File: src/rtl/c17_bist_ctrl.sv
// BIST sequencer for the c17 core: an LFSR drives the core inputs, a MISR compacts
// the responses, and the final signature is compared against GOLDEN.
module c17_bist_ctrl #(
    parameter int unsigned N_PAT     = 31,
    parameter int unsigned RESP_LAT  = 0,
    parameter logic [4:0]  LFSR_SEED = 5'b00001,
    parameter logic [15:0] GOLDEN    = 16'h0000
) (
    input  logic        CK,
    input  logic        RST,
    input  logic        start_i,
    input  logic [1:0]  resp_i,
    output logic [4:0]  pat_o,
    output logic        test_mode_o,
    output logic        busy_o,
    output logic        done_o,
    output logic        pass_o,
    output logic [15:0] sig_o
);

    localparam int unsigned CW = 10;
    localparam int unsigned VW = (RESP_LAT == 0) ? 1 : RESP_LAT;
    localparam logic [CW-1:0] PAT_LAST   = CW'(N_PAT - 1);
    localparam logic [CW-1:0] DRAIN_LAST = (RESP_LAT == 0) ? '0 : CW'(RESP_LAT - 1);
    localparam bit LAT0 = (RESP_LAT == 0);

    typedef enum logic [1:0] {S_IDLE, S_RUN, S_DRAIN, S_DONE} state_t;

    state_t          r_state;
    state_t          w_next;
    logic            w_start_run;
    logic            w_cap;
    logic [4:0]      r_lfsr;
    logic [4:0]      w_lfsr_next;
    logic [15:0]     r_misr;
    logic [15:0]     w_misr_fold;
    logic [15:0]     w_misr_next;
    logic [CW-1:0]   r_cnt;
    logic [VW-1:0]   r_vld;
    logic [VW:0]     w_vld_cat;
    logic [4:0]      r_pat;
    logic            r_tm;
    logic            r_busy;
    logic            r_done;
    logic            r_pass;

    assign w_lfsr_next = {r_lfsr[3:0], r_lfsr[4] ^ r_lfsr[2]};
    assign w_vld_cat   = {r_vld, (r_state == S_RUN)};
    assign w_misr_fold = {r_misr[14:0], 1'b0} ^ (r_misr[15] ? 16'h1021 : 16'h0000)
                       ^ {14'b0, resp_i};

    // Capture strobe: the pattern's own cycle when combinational, else the delayed valid bit.
    always_comb begin
        w_cap       = LAT0 ? (r_state == S_RUN) : r_vld[VW-1];
        w_misr_next = w_cap ? w_misr_fold : r_misr;
    end

    always_ff @(posedge CK or posedge RST) begin
        if (RST) r_state <= S_IDLE;
        else     r_state <= w_next;
    end

    always_comb begin
        w_next      = r_state;
        w_start_run = 1'b0;
        case (r_state)
            S_IDLE, S_DONE: begin
                if (start_i) begin
                    w_start_run = 1'b1;
                    w_next      = S_RUN;
                end
            end
            S_RUN: begin
                if (r_cnt == PAT_LAST) w_next = LAT0 ? S_DONE : S_DRAIN;
            end
            S_DRAIN: begin
                if (r_cnt == DRAIN_LAST) w_next = S_DONE;
            end
            default: w_next = S_IDLE;
        endcase
    end

    // Datapath and registered outputs, all keyed off the upcoming state.
    always_ff @(posedge CK or posedge RST) begin
        if (RST) begin
            r_lfsr <= LFSR_SEED;
            r_misr <= '0;
            r_cnt  <= '0;
            r_vld  <= '0;
            r_pat  <= '0;
            r_tm   <= 1'b0;
            r_busy <= 1'b0;
            r_done <= 1'b0;
            r_pass <= 1'b0;
        end else if (w_start_run) begin
            r_lfsr <= LFSR_SEED;
            r_misr <= '0;
            r_cnt  <= '0;
            r_vld  <= '0;
            r_pat  <= LFSR_SEED;
            r_tm   <= 1'b1;
            r_busy <= 1'b1;
            r_done <= 1'b0;
            r_pass <= 1'b0;
        end else begin
            r_misr <= w_misr_next;
            if (r_state == S_RUN) r_lfsr <= w_lfsr_next;
            if (r_state == S_RUN || r_state == S_DRAIN) r_vld <= w_vld_cat[VW-1:0];
            case (w_next)
                S_RUN: begin
                    if (r_state == S_RUN) begin
                        r_cnt <= r_cnt + CW'(1);
                        r_pat <= w_lfsr_next;
                    end
                end
                S_DRAIN: begin
                    if (r_state == S_RUN) r_cnt <= '0;
                    else                  r_cnt <= r_cnt + CW'(1);
                end
                S_DONE: begin
                    if (r_state != S_DONE) begin
                        r_cnt  <= '0;
                        r_pat  <= '0;
                        r_tm   <= 1'b0;
                        r_busy <= 1'b0;
                        r_done <= 1'b1;
                        r_pass <= (w_misr_next == GOLDEN);
                    end
                end
                default: ;
            endcase
        end
    end

    assign pat_o       = r_pat;
    assign test_mode_o = r_tm;
    assign busy_o      = r_busy;
    assign done_o      = r_done;
    assign pass_o      = r_pass;
    assign sig_o       = r_misr;

endmodule

File: config.mk
export PLATFORM = sky130hd
export DESIGN_NAME = c17_bist_ctrl
export DESIGN_NICKNAME = d
export VERILOG_FILES = /design/src/rtl/c17_bist_ctrl.sv
export SDC_FILE = /design/constraint.sdc
export NUM_CORES = 1
export LEC_CHECK = 0
export CORE_MARGIN = 3
export CORE_UTILIZATION = 30
export DETAILED_ROUTE_END_ITERATION = 12
export HOLD_SLACK_MARGIN = 0.03
export SETUP_SLACK_MARGIN = 0.3
export SLEW_MARGIN = 20
export SYNTH_ARGS = -nofsm -noshare
export SYNTH_HDL_FRONTEND = slang
export SYNTH_SLANG_ARGS = --single-unit
File: constraint.sdc
create_clock -name CK -period 8 [get_ports CK]
set_clock_uncertainty 0.2 [all_clocks]
set_input_delay 1.6 -clock CK [delete_from_list [all_inputs] [get_ports CK]]
set_output_delay 1.6 -clock CK [all_outputs]
set_load 0.03 [all_outputs]
======== Yosys cells after proc, flatten, opt, wreduce, memory -nomap -nowiden ========
Cells that the tools add are included.
word-level totals
  logic and storage cells ................. 62
  RAM bits ................................ 0
  memories kept ........................... 0
  bits in registers ....................... 41
  bits in latches ......................... 0
  memory bits (read-only) ................. 0
  output and inout port bits .............. 25
  input bits .............................. 5
operators by class
  reduce and logical (&&, ||, !) cells .... 12
  bitwise logic cells ..................... 3
  add/sub/neg operators ................... 1
  multiplexer cells ....................... 28
  $lt $le $gt $ge ......................... 0
  shift operators ......................... 0
  eq/ne operators ......................... 10
  divide/modulo/power cells ............... 0
  multipliers ............................. 0
operators by type and width
  operator                                                           number
  10-bit two-way mux                                                 4
  16-bit two-way mux                                                 2
  10-bit one-hot mux with 3 select lines                             1
  5-bit two-way mux                                                  4
  16-bit zero test                                                   1
  16-bit by 13-bit bitwise XOR with 16-bit output                    1
  16-bit by 2-bit bitwise XOR with 16-bit output                     1
  13-bit two-way mux                                                 1
  1-bit two-way mux                                                  11
  10-bit by 1-bit adder with 10-bit output (second input constant)   1
  10-bit by 5-bit == test with 1-bit output (second input constant)  1
  10-bit zero test                                                   1
  5-bit one-hot mux with 2 select lines                              1
  2-bit == test (second input constant)                              4
  2-bit two-way mux                                                  3
  3-bit inequality test (second input constant)                      2
  2-bit one-hot mux with 3 select lines                              1
  3-bit AND reduction                                                2
  2-bit nonzero test                                                 3
  2-bit by 1-bit == test with 1-bit output (second input constant)   2
  4-bit nonzero test                                                 1
  3-bit nonzero test                                                 1
  2-bit zero test                                                    1
  2-bit inequality test (second input constant)                      1
  3 further kinds                                                    3

======== Longest topological paths before layout ========
Gate-level depths: netlist of the first run.
  depth in word-level cells ............... 8
  depth in mapped cells ................... 10
  depth with buffers taken out ............ 8

======== Least setup slack after synthesis of the first run ========
No wires, ideal clock.
  kind .................................... input -> register
  from .................................... input port start_i
  to ...................................... register r_pat[0], in the netlist pat_o[0]
  setup time .............................. 125 ps
  data required time ...................... 7675 ps
  arrival ................................. 2733 ps
  buffers on the path ..................... 2
  stages .................................. 7
  path slack .............................. 4942 ps
  cell sequence ........................... o21ai_0 > o311a_2 > buf_6 > mux2i_1 > o21a_1 > buf_6 > mux2_4
between the ends
  cells in the longest elaborated chain, start to end .. 5
  elaborated cells between the ends (all ways) .. 12
  those cells by class .................... 4 x eq/ne; 6 x mux; 2 x reduce/logical
RTL lines
  what                                                                       line  RTL
  start, declared                                                            11    input logic start_i,
  2-bit two-way mux *                                                        68    if (start_i) begin
  2-bit one-hot mux with 3 select lines *                                    66    case (r_state)
  named net w_next[1]                                                        30    state_t w_next;
  2-bit == test or 2-bit by 1-bit == test with 1-bit output (tied branches)  109   case (w_next)
  3-bit inequality test (no source line), or another cell as far along       -
  3-bit AND reduction (no source line) or 5-bit two-way mux (tied branches)  -
  end signal, assigned                                                       113   r_pat <= w_lfsr_next;
  end, declared                                                              41    logic [4:0] r_pat;
Mark *: on every way through the listed nets, which the timed path passes. The rest lies on a longest branch.
A chain may end at the register's enable or synchronous reset.

======== Worst setup path after layout of the first run ========
  from .................................... input port start_i
  to ...................................... register r_cnt[7]
between the ends
  cells in the longest elaborated chain, start to end .. 5
  elaborated cells between the ends (all ways) .. 13
  those cells by class .................... 5 x eq/ne; 6 x mux; 2 x reduce/logical
RTL lines
  what                                                                        line  RTL
  2-bit two-way mux                                                           68
  2-bit one-hot mux with 3 select lines                                       66
  2-bit == test or 2-bit by 1-bit == test with 1-bit output (tied branches)   109
  3-bit inequality test (no source line), or another cell as far along        -
  3-bit AND reduction (no source line) or 10-bit two-way mux (tied branches)  -
  end signal, assigned                                                        112   r_cnt <= r_cnt + CW'(1);
  end signal, assigned                                                        118   else r_cnt <= r_cnt + CW'(1);
  end, declared                                                               38    logic [CW-1:0] r_cnt;
Several ways; a longest one is shown, not always the timed one.

==> results of run 1 <==
[synthesized netlist by cell type (all sizes together)]
| cell type | instances |
|---|---|
| a211oi | 4 |
| a21o | 2 |
| a21oi | 6 |
| a22o | 7 |
| a22oi | 1 |
| a2bb2oi | 1 |
| a31oi | 1 |
| and2 | 2 |
| and3 | 2 |
| buf | 6 |
| clkbuf | 7 |
| dfrtp | 40 |
| dfstp | 1 |
| ha | 7 |
| inv | 15 |
| mux2 | 2 |
| mux2i | 22 |
| nand2 | 15 |
| nand3 | 6 |
| nand3b | 1 |
| nand4 | 3 |
| nor2 | 35 |
| nor2b | 3 |
| nor3 | 6 |
| nor4 | 3 |
| o211ai | 1 |
| o21a | 1 |
| o21ai | 11 |
| o22a | 1 |
| o22ai | 3 |
| o311a | 1 |
| o31ai | 1 |
| o41ai | 1 |
| or2 | 1 |
| or4 | 1 |
| xnor2 | 5 |
[worst register-to-register path: cells and delay by family (launching register included)]
family / cells / cell delay (ps)
flip-flops: 1 / 440
AO/OA/AOI/OAI: 3 / 980
AND/OR/NAND/NOR: 3 / 1500
[through the flow]
step                power (mW)  worst slack (ps)
floorplan                0.883              4940
global placement          1.06              3780
detailed placement        1.06              3740
CTS                       1.20              4050
global route              1.29              3860
finish                    1.19              4070
[state kept, by name, summed over array words and instances (netlist names)]
| name | count |
|---|---|
| pat_o | 5 |
| r_cnt | 10 |
| busy_o | 1 |
| done_o | 1 |
| r_state | 2 |
| pass_o | 1 |
| sig_o | 16 |
| r_lfsr | 5 |
[report_power, final]
group,switching (mW),internal (mW)
registers,0.106,0.304
clock network,0.0713,0.0606
logic,0.362,0.287
[routing by layer]
layer | track usage | routed length [um] | vias up
li1 | - | - | 824
met1 | 0.155 | 2350 | 795
met2 | 0.175 | 1910 | 42
met3 | 0.0361 | 240 | 2
met4 | 0.0210 | 22 | 0
met5 | 0 | 0 | -
[final cells by class]
| type | instances | area share |
|---|---|---|
| inverter | 15 | 0.0213 |
| timing repair buffer | 31 | 0.115 |
| multi-input combinational | 156 | 0.399 |
| sequential | 41 | 0.388 |
| clock buffer | 6 | 0.0274 |
| clock inverter | 2 | 0.00378 |
| tap | 96 | 0.0454 |
[cell families (layout without fill, tap and decap cells)]
logic type	count (synthesis)	count (layout)	synth area share
fa+ha+maj	7	7	0.0396
xor+xnor	5	5	0.0198
mux	24	24	0.111
flops	41	41	0.464
simple gates	78	78	0.163
compound gates	42	42	0.144
buf+inv	28	54	0.0588
[how the worst min path moves through the flow]
stage / from / slack (ps) / cells after the start / endpoint
detailed placement: done_o / 270 / 1 / done_o
floorplan: r_cnt[9] / 290 / 1 / r_cnt[9]
global route: done_o / 330 / 1 / done_o
global placement: done_o / 260 / 1 / done_o
finish: done_o / 290 / 1 / done_o
CTS: done_o / 290 / 1 / done_o
==> flow_metrics.py, run 1 <==
metrics = {
    "layout": {
        "multi_input_area_mm2": 0.00106,
        "final_common_cell": "dfrtp_1",
        "final_core_util": 0.379,
        "finalInstanceArea_mm2": 0.00265,
        "final_nets": 262,
        "drive_gt1_frac": 0.0797,
        "fillCellCount": 728,
        "final-instance-count-excl-fill": 347,
        "regArea_mm2": 0.00103,
        "final_cell_mix": "dfrtp_1 (40), nor2_1 (35), clkdlybuf4s50_1 (29), mux2i_1 (22)",
        "area_growth_syn_to_layout_pct": 19.6,
        "diodes": 0,
    },
    "floorplan": {
        "io_pins": 30,
        "die_w_um": 91.9,
        "die_h_um": 91.9,
        "core_mm2": 0.00698,
        "start_util": 0.317,
        "rows": 30,
        "dieArea_mm2": 0.00844,
    },
    "worst_setup_path": {
        "r2r_slack_ps": 4830,
        "start_kind": "input pin",
        "slowest_delay_ps": 820,
        "r2r_end": "r_cnt[5]",
        "critPathTopFamily": "simple AND/OR/NAND/NOR gates",
        "crit_type": "in -> reg",
        "r2r-start": "r_cnt[7]",
        "cp.arrival_ps": 3910,
        "path_max_fanout": 25,
        "worstSetupStartpoint": "start_i",
        "end_kind": "flop",
        "worstPathCellList": "clkdlybuf4s50_1, and2_1, nor2_1, a2bb2oi_4, nor2b_1, a22o_2",
        "reg2reg_depth": 6,
        "endpoint": "r_cnt[7]",
        "cp.depth": 6,
        "cp_num_buf_inv": 1,
        "required_ps": 7980,
        "crit_path_top_delay_cell": "and2_1",
    },
    "yosys": {
        "yosys_warnings": 0,
        "syn_area_per_cell_um2": 9.84,
        "synth_top_cell_by_area": "dfrtp_1",
        "ys_seq_area_frac": 0.464,
        "yosysUniqueCellTypes": 41,
        "syn_area_mm2": 0.00221,
        "synth_top_cell_area_share": 0.452,
        "synthCells": 225,
        "syn_nets": 237,
        "synth_area_leaders": "dfrtp_1 (45%), mux2i_1 (9.9%), nor2_1 (5.9%), ha_1 (4.0%), inv_1 (2.5%)",
        "ys_seq_elements": 41,
    },
    "drt": {
        "first_pass_iters": 4,
        "drt_first_iter_violations": 101,
        "vias": 1663,
        "drc": 0,
        "wl_per_cell_um": 13.0,
        "wl_um": 4520,
        "antenna_left": 0,
        "vias_per_cell": 4.79,
    },
    "clock_tree": {
        "path_clk_slew_ps": 80,
        "holdBufCountCts": 0,
        "htreeDepth": 2,
        "ctsRootBufferMaster": "clkbuf_8",
        "clock-sinks": 41,
        "tritoncts": "yes",
        "ctsResizeCount": 0,
        "cts_inserted_buffers": 5,
        "cts.path.max_buffers": 2,
        "cts_setup_buffers": 0,
        "clkLatencyLatePin_ps": 290,
    },
    "placed_design": {
        "place_hpwl_um": 3060,
        "place_inst": 339,
        "dpl-instance-area_mm2": 0.00256,
        "port_buffers": 29,
        "gp_congestion": 0.850,
    },
    "timing": {
        "tightest_slew_ps": 995,
        "finalSetupViolCount": 0,
        "fin_crit_sh": 0.492,
        "hold_viol": 0,
        "fmax_ghz": 0.254,
        "maxSlewViolCount": 0,
        "rsz0062_at_grt": "no",
        "max-slew-margin-rel": 0.336,
        "holdWs_ps": 288,
        "fin_setup_tns_ps": 0,
        "fin_crit_ps": 3930,
    },
    "pwr": {
        "irDropWorstVdd_mv": 0.270,
        "p_leak_nw": 1.26,
        "p_per_area_mw_per_mm2": 450,
    },
    "global_route": {
        "grt_pass1_vias": 1599,
        "track_usage": 0.112,
        "grt_pass1_wl_um": 7770,
        "antenna_found_initial": 0,
        "grt_start_max_net_pins": 42,
        "grt_overflow": 0,
    },
    "run": {
        "maxCapViolCount": 0,
    },
    "worst_hold_path": {
        "hold_path.class": "reg -> reg",
    },
    "outcome": {
        "status": "complete, no violations",
    },
}
No activity file was read; power rests on OpenSTA's default activity.
==> run 2: changes to the inputs <==
==> constraint.sdc (replaced) <==
create_clock -name CK -period 3.9 [get_ports CK]
set_clock_uncertainty 0.2 [all_clocks]
set_input_delay 0.78 -clock CK [delete_from_list [all_inputs] [get_ports CK]]
set_output_delay 0.78 -clock CK [all_outputs]
set_load 0.03 [all_outputs]
==> run 2 against run 1 <==
Non-clock buffer count grew 2. Final cell count grew 0.58%. Wire length increased by 1.6%. Setup slack lost 3200 ps. Sequential share of layout area is 0.27 points lower. Register-to-register slack lost 3900 ps. Via count rose by 1.0%. Critical path depth up 1. Total power rose by 110%. Critical path type is now reg -> reg.
==> flow_metrics.py, run 2 (synthesis gave the netlist of run 1 again) <==
metrics = {
    "worst_setup_path": {
        "end_kind": "flop",
        "required_ps": 3940,
        "crit_type": "reg -> reg",
        "path_max_fanout": 13,
        "start_kind": "flop",
        "cp.arrival_ps": 3040,
    },
    "worst_hold_path": {
        "hold_path.class": "reg -> reg",
    },
    "layout": {
        "multi_input_area_mm2": 0.00106,
        "largest_register_ffs": 16,
        "final_common_cell": "dfrtp_1",
        "final_cell_mix": "dfrtp_1 (40), nor2_1 (35), clkdlybuf4s50_1 (29), mux2i_1 (22)",
        "diodes": 0,
        "final-instance-count-excl-fill": 349,
        "final_core_util": 0.382,
        "final_nets": 264,
        "regArea_mm2": 0.00103,
        "fillCellCount": 710,
        "drive_gt1_frac": 0.0909,
        "area_growth_syn_to_layout_pct": 20.5,
    },
    "global_route": {
        "grt_overflow": 0,
        "grt_pass1_vias": 1672,
        "grt_start_max_net_pins": 34,
        "antenna_found_initial": 0,
        "track_usage": 0.115,
        "grt_pass1_wl_um": 7890,
    },
    "drt": {
        "m1WireLength_um": 2370,
        "first_pass_iters": 4,
        "wl_um": 4590,
        "routed.top_layer": "met4",
        "drc": 0,
        "met3_length_um": 182,
        "wl_per_cell_um": 13.2,
        "drt_first_iter_violations": 103,
        "wl_met2_um": 2000,
        "vias_per_cell": 4.81,
        "antenna_left": 0,
        "vias": 1680,
    },
    "pwr": {
        "irDropWorstVdd_mv": 0.476,
        "p_per_area_mw_per_mm2": 928,
        "p_leak_nw": 1.27,
        "power.total_mw": 2.47,
    },
    "clock_tree": {
        "htreeDepth": 2,
        "cts.path.max_buffers": 2,
        "tritoncts": "yes",
        "holdBufCountCts": 0,
        "cts_inserted_buffers": 5,
        "cts_setup_buffers": 0,
        "clock-sinks": 41,
        "ctsRootBufferMaster": "clkbuf_8",
        "path_clk_slew_ps": 90,
        "ctsResizeCount": 0,
        "clkLatencyLatePin_ps": 300,
    },
    "placed_design": {
        "port_buffers": 29,
        "place_inst": 341,
        "place_hpwl_um": 3180,
        "gp_congestion": 0.742,
        "post-place-ws_ps": 790,
    },
    "outcome": {
        "status": "complete, no violations",
    },
    "timing": {
        "setup_ws_ps": 904,
        "tightest_slew_ps": 575,
        "fin_crit_sh": 0.768,
        "maxSlewViolCount": 0,
        "rsz0062_at_grt": "no",
        "fin_crit_ps": 3000,
        "fin_setup_tns_ps": 0,
        "finalSetupViolCount": 0,
        "fmax_ghz": 0.334,
        "hold_viol": 0,
        "max-slew-margin-rel": 0.617,
    },
    "floorplan": {
        "start_util": 0.317,
        "die_h_um": 91.9,
        "dieArea_mm2": 0.00844,
        "rows": 30,
        "die_w_um": 91.9,
        "io_pins": 30,
        "core_mm2": 0.00698,
    },
    "run": {
        "maxCapViolCount": 0,
    },
}
## run 2: cell types whose count changed in the layout (fill, tap and decap cells not counted), sizes merged
cell | previous run | this run
buf | 2 | 4
clkbuf | 6 | 5
clkinvlp | 0 | 1
## run 2: final cells by class
| class | instances | share of cell area |
|---|---|---|
| multi-input combinational | 156 | 0.396 |
| sequential | 41 | 0.385 |
| timing repair buffer | 33 | 0.120 |
| tap | 96 | 0.0450 |
| clock buffer | 5 | 0.0258 |
| inverter | 15 | 0.0211 |
| clock inverter | 3 | 0.00657 |
## run 2: per-stage QoR
step,instance area [um2],hold WS [ps]
CTS,2670,289
global route,2670,326
global placement,2580,269
detailed placement,2580,271
floorplan,2210,291
finish,2670,281
## run 2: where the power goes
group	leakage, nW	switching [mW]	internal (mW)
combinational	0.726	0.746	0.606
clock	0.0439	0.156	0.124
sequential	0.498	0.218	0.624
## run 2: critical path, stage by stage, from the launching register on
cell	delay, ps
dfrtp_1	450
or4_4	590
nor4_2	370
o22a_2	280
a22o_1	150
buf_4	180
nor2b_1	470
a22o_2	250
## run 2: layer usage
metal	GRT usage	up-vias
met2	0.162	40
met4	0.0408	0
met1	0.169	805
met5	0	-
met3	0.0304	5
li1	-	830
## run 2: worst paths after layout
path                           from   endpoint  slack, ps  cells after the start
setup / recovery           r_cnt[7]   r_cnt[7]        900                      7
hold / removal               done_o     done_o        280                      1
setup reg to reg           r_cnt[7]   r_cnt[7]        900                      7
hold reg to reg              done_o     done_o        280                      1
max in group asynchronous       RST  r_lfsr[0]       2180                      3
min in group asynchronous       RST   r_cnt[5]        550                      2
==> run 3: changes to the inputs <==
==> constraint.sdc (replaced) <==
create_clock -name CK -period 3.1 [get_ports CK]
set_clock_uncertainty 0.2 [all_clocks]
set_input_delay 0.62 -clock CK [delete_from_list [all_inputs] [get_ports CK]]
set_output_delay 0.62 -clock CK [all_outputs]
set_load 0.03 [all_outputs]
==> run 3 against run 2 <==
Clock-buffer cell count is the same. Non-clock buffer count grew 1. Clock power rose by 56%. Largest power group unchanged. Highest routed layer unchanged. Worst hold slack improved by 13 ps. Sequential share of layout area shrank 0.78 points. Total power grew 31%. Largest cell class unchanged. Sequential power up 26%. Critical endpoint is now r_cnt[1]. Register-to-register slack lost 470 ps.
==> flow_metrics.py, run 3 (synthesis gave the netlist of run 1 again) <==
metrics = {
    "timing": {
        "fin_crit_sh": 0.859,
        "holdWs_ps": 293,
        "maxSlewViolCount": 0,
        "fmax_ghz": 0.376,
        "tightest_slew_ps": 527,
        "hold_viol": 0,
        "rsz0062_at_grt": "no",
        "finalSetupViolCount": 0,
        "max-slew-margin-rel": 0.649,
        "setup_ws_ps": 437,
        "fin_crit_ps": 2660,
        "fin_setup_tns_ps": 0,
    },
    "worst_setup_path": {
        "end_kind": "flop",
        "r2r_slack_ps": 440,
        "path_max_fanout": 9,
        "start_kind": "flop",
        "crit_type": "reg -> reg",
        "r2r-start": "r_cnt[7]",
        "cp.arrival_ps": 2640,
        "required_ps": 3080,
        "r2r_end": "r_cnt[1]",
        "reg2reg_depth": 6,
    },
    "layout": {
        "area_growth_syn_to_layout_pct": 23.0,
        "final_core_util": 0.390,
        "final_nets": 265,
        "finalInstanceArea_mm2": 0.00272,
        "final_common_cell": "dfrtp_1",
        "largest_register_ffs": 16,
        "final-instance-count-excl-fill": 350,
        "diodes": 0,
        "final_cell_mix": "dfrtp_1 (40), nor2_1 (35), clkdlybuf4s50_1 (29), mux2i_1 (22)",
        "fillCellCount": 718,
        "drive_gt1_frac": 0.106,
    },
    "clock_tree": {
        "clock-sinks": 41,
        "cts_inserted_buffers": 5,
        "cts.path.max_buffers": 2,
        "clkLatencyLatePin_ps": 290,
        "tritoncts": "yes",
        "holdBufCountCts": 0,
        "htreeDepth": 2,
        "path_clk_slew_ps": 90,
        "cts_setup_buffers": 0,
        "ctsRootBufferMaster": "clkbuf_8",
    },
    "drt": {
        "antenna_left": 0,
        "drt_first_iter_violations": 78,
        "wl_per_cell_um": 13.0,
        "first_pass_iters": 4,
        "drc": 0,
        "vias": 1693,
        "vias_per_cell": 4.84,
        "wl_um": 4540,
    },
    "floorplan": {
        "start_util": 0.317,
        "rows": 30,
        "io_pins": 30,
        "dieArea_mm2": 0.00844,
        "die_h_um": 91.9,
        "core_mm2": 0.00698,
        "die_w_um": 91.9,
    },
    "worst_hold_path": {
        "hold_path.class": "reg -> reg",
        "whs_path_depth": 1,
        "hp-start": "done_o",
        "holdPathEnd": "done_o",
    },
    "placed_design": {
        "place_inst": 342,
        "dpl-instance-area_mm2": 0.00259,
        "post-place-ws_ps": 203,
        "place_hpwl_um": 3150,
        "gp_congestion": 0.867,
        "port_buffers": 29,
    },
    "global_route": {
        "grt_pass1_vias": 1671,
        "track_usage": 0.114,
        "grt_start_max_net_pins": 42,
        "antenna_found_initial": 0,
        "grt_pass1_wl_um": 7960,
        "grt_overflow": 0,
    },
    "pwr": {
        "p_leak_nw": 1.29,
        "p_per_area_mw_per_mm2": 1190,
        "power.total_mw": 3.23,
        "irDropWorstVdd_mv": 0.625,
    },
    "outcome": {
        "status": "complete, no violations",
    },
    "run": {
        "maxCapViolCount": 0,
    },
}
==> run 3: where the power goes <==
part	leakage (nW)	internal [mW]	switching, mW
combinational	0.741	0.788	0.944
clock	0.0543	0.241	0.197
sequential	0.498	0.785	0.275
total	1.29	1.81	1.42
==> run 3: cell type report <==
cell class / instances / area [um2] / share of cell area
clock buffer: 5 / 68.8 / 0.0253
clock inverter: 3 / 46.3 / 0.0170
inverter: 15 / 56.3 / 0.0207
multi-input combinational: 156 / 1070 / 0.395
sequential: 41 / 1030 / 0.377
tap: 96 / 120 / 0.0441
timing repair buffer: 34 / 328 / 0.120
==> run 3: worst max path at each step <==
stage | from | endpoint | cells after the start
5_1_grt | r_cnt[7] | r_cnt[1] | 6
3_3_place_gp | start_i | r_cnt[7] | 6
4_1_cts | r_cnt[7] | r_cnt[1] | 6
6_report | r_cnt[7] | r_cnt[1] | 6
2_1_floorplan | r_cnt[7] | pat_o[0] | 8
3_5_place_dp | r_cnt[7] | r_cnt[7] | 6
==> run 3: layer usage <==
metal	part of all wire	vias to the layer above	global-route usage
met5	0	-	0
met3	0.044	4	0.0246
met2	0.44	45	0.164
met1	0.51	810	0.169
met4	0.0084	0	0.0359
li1	-	834	-
==> run 3: timing repair <==
action                                 CTS  global route
endpoints found under the hold margin    0             0
setup endpoints to repair                7             9
gates resized for setup                  1             4
==> run 3: critical path: stages (launching register included) <==
cell and delay (ps):
dfrtp_1 440, or4_4 590, o31ai_4 250, o311a_2 320
a22o_2 260, buf_4 160, mux2_2 330
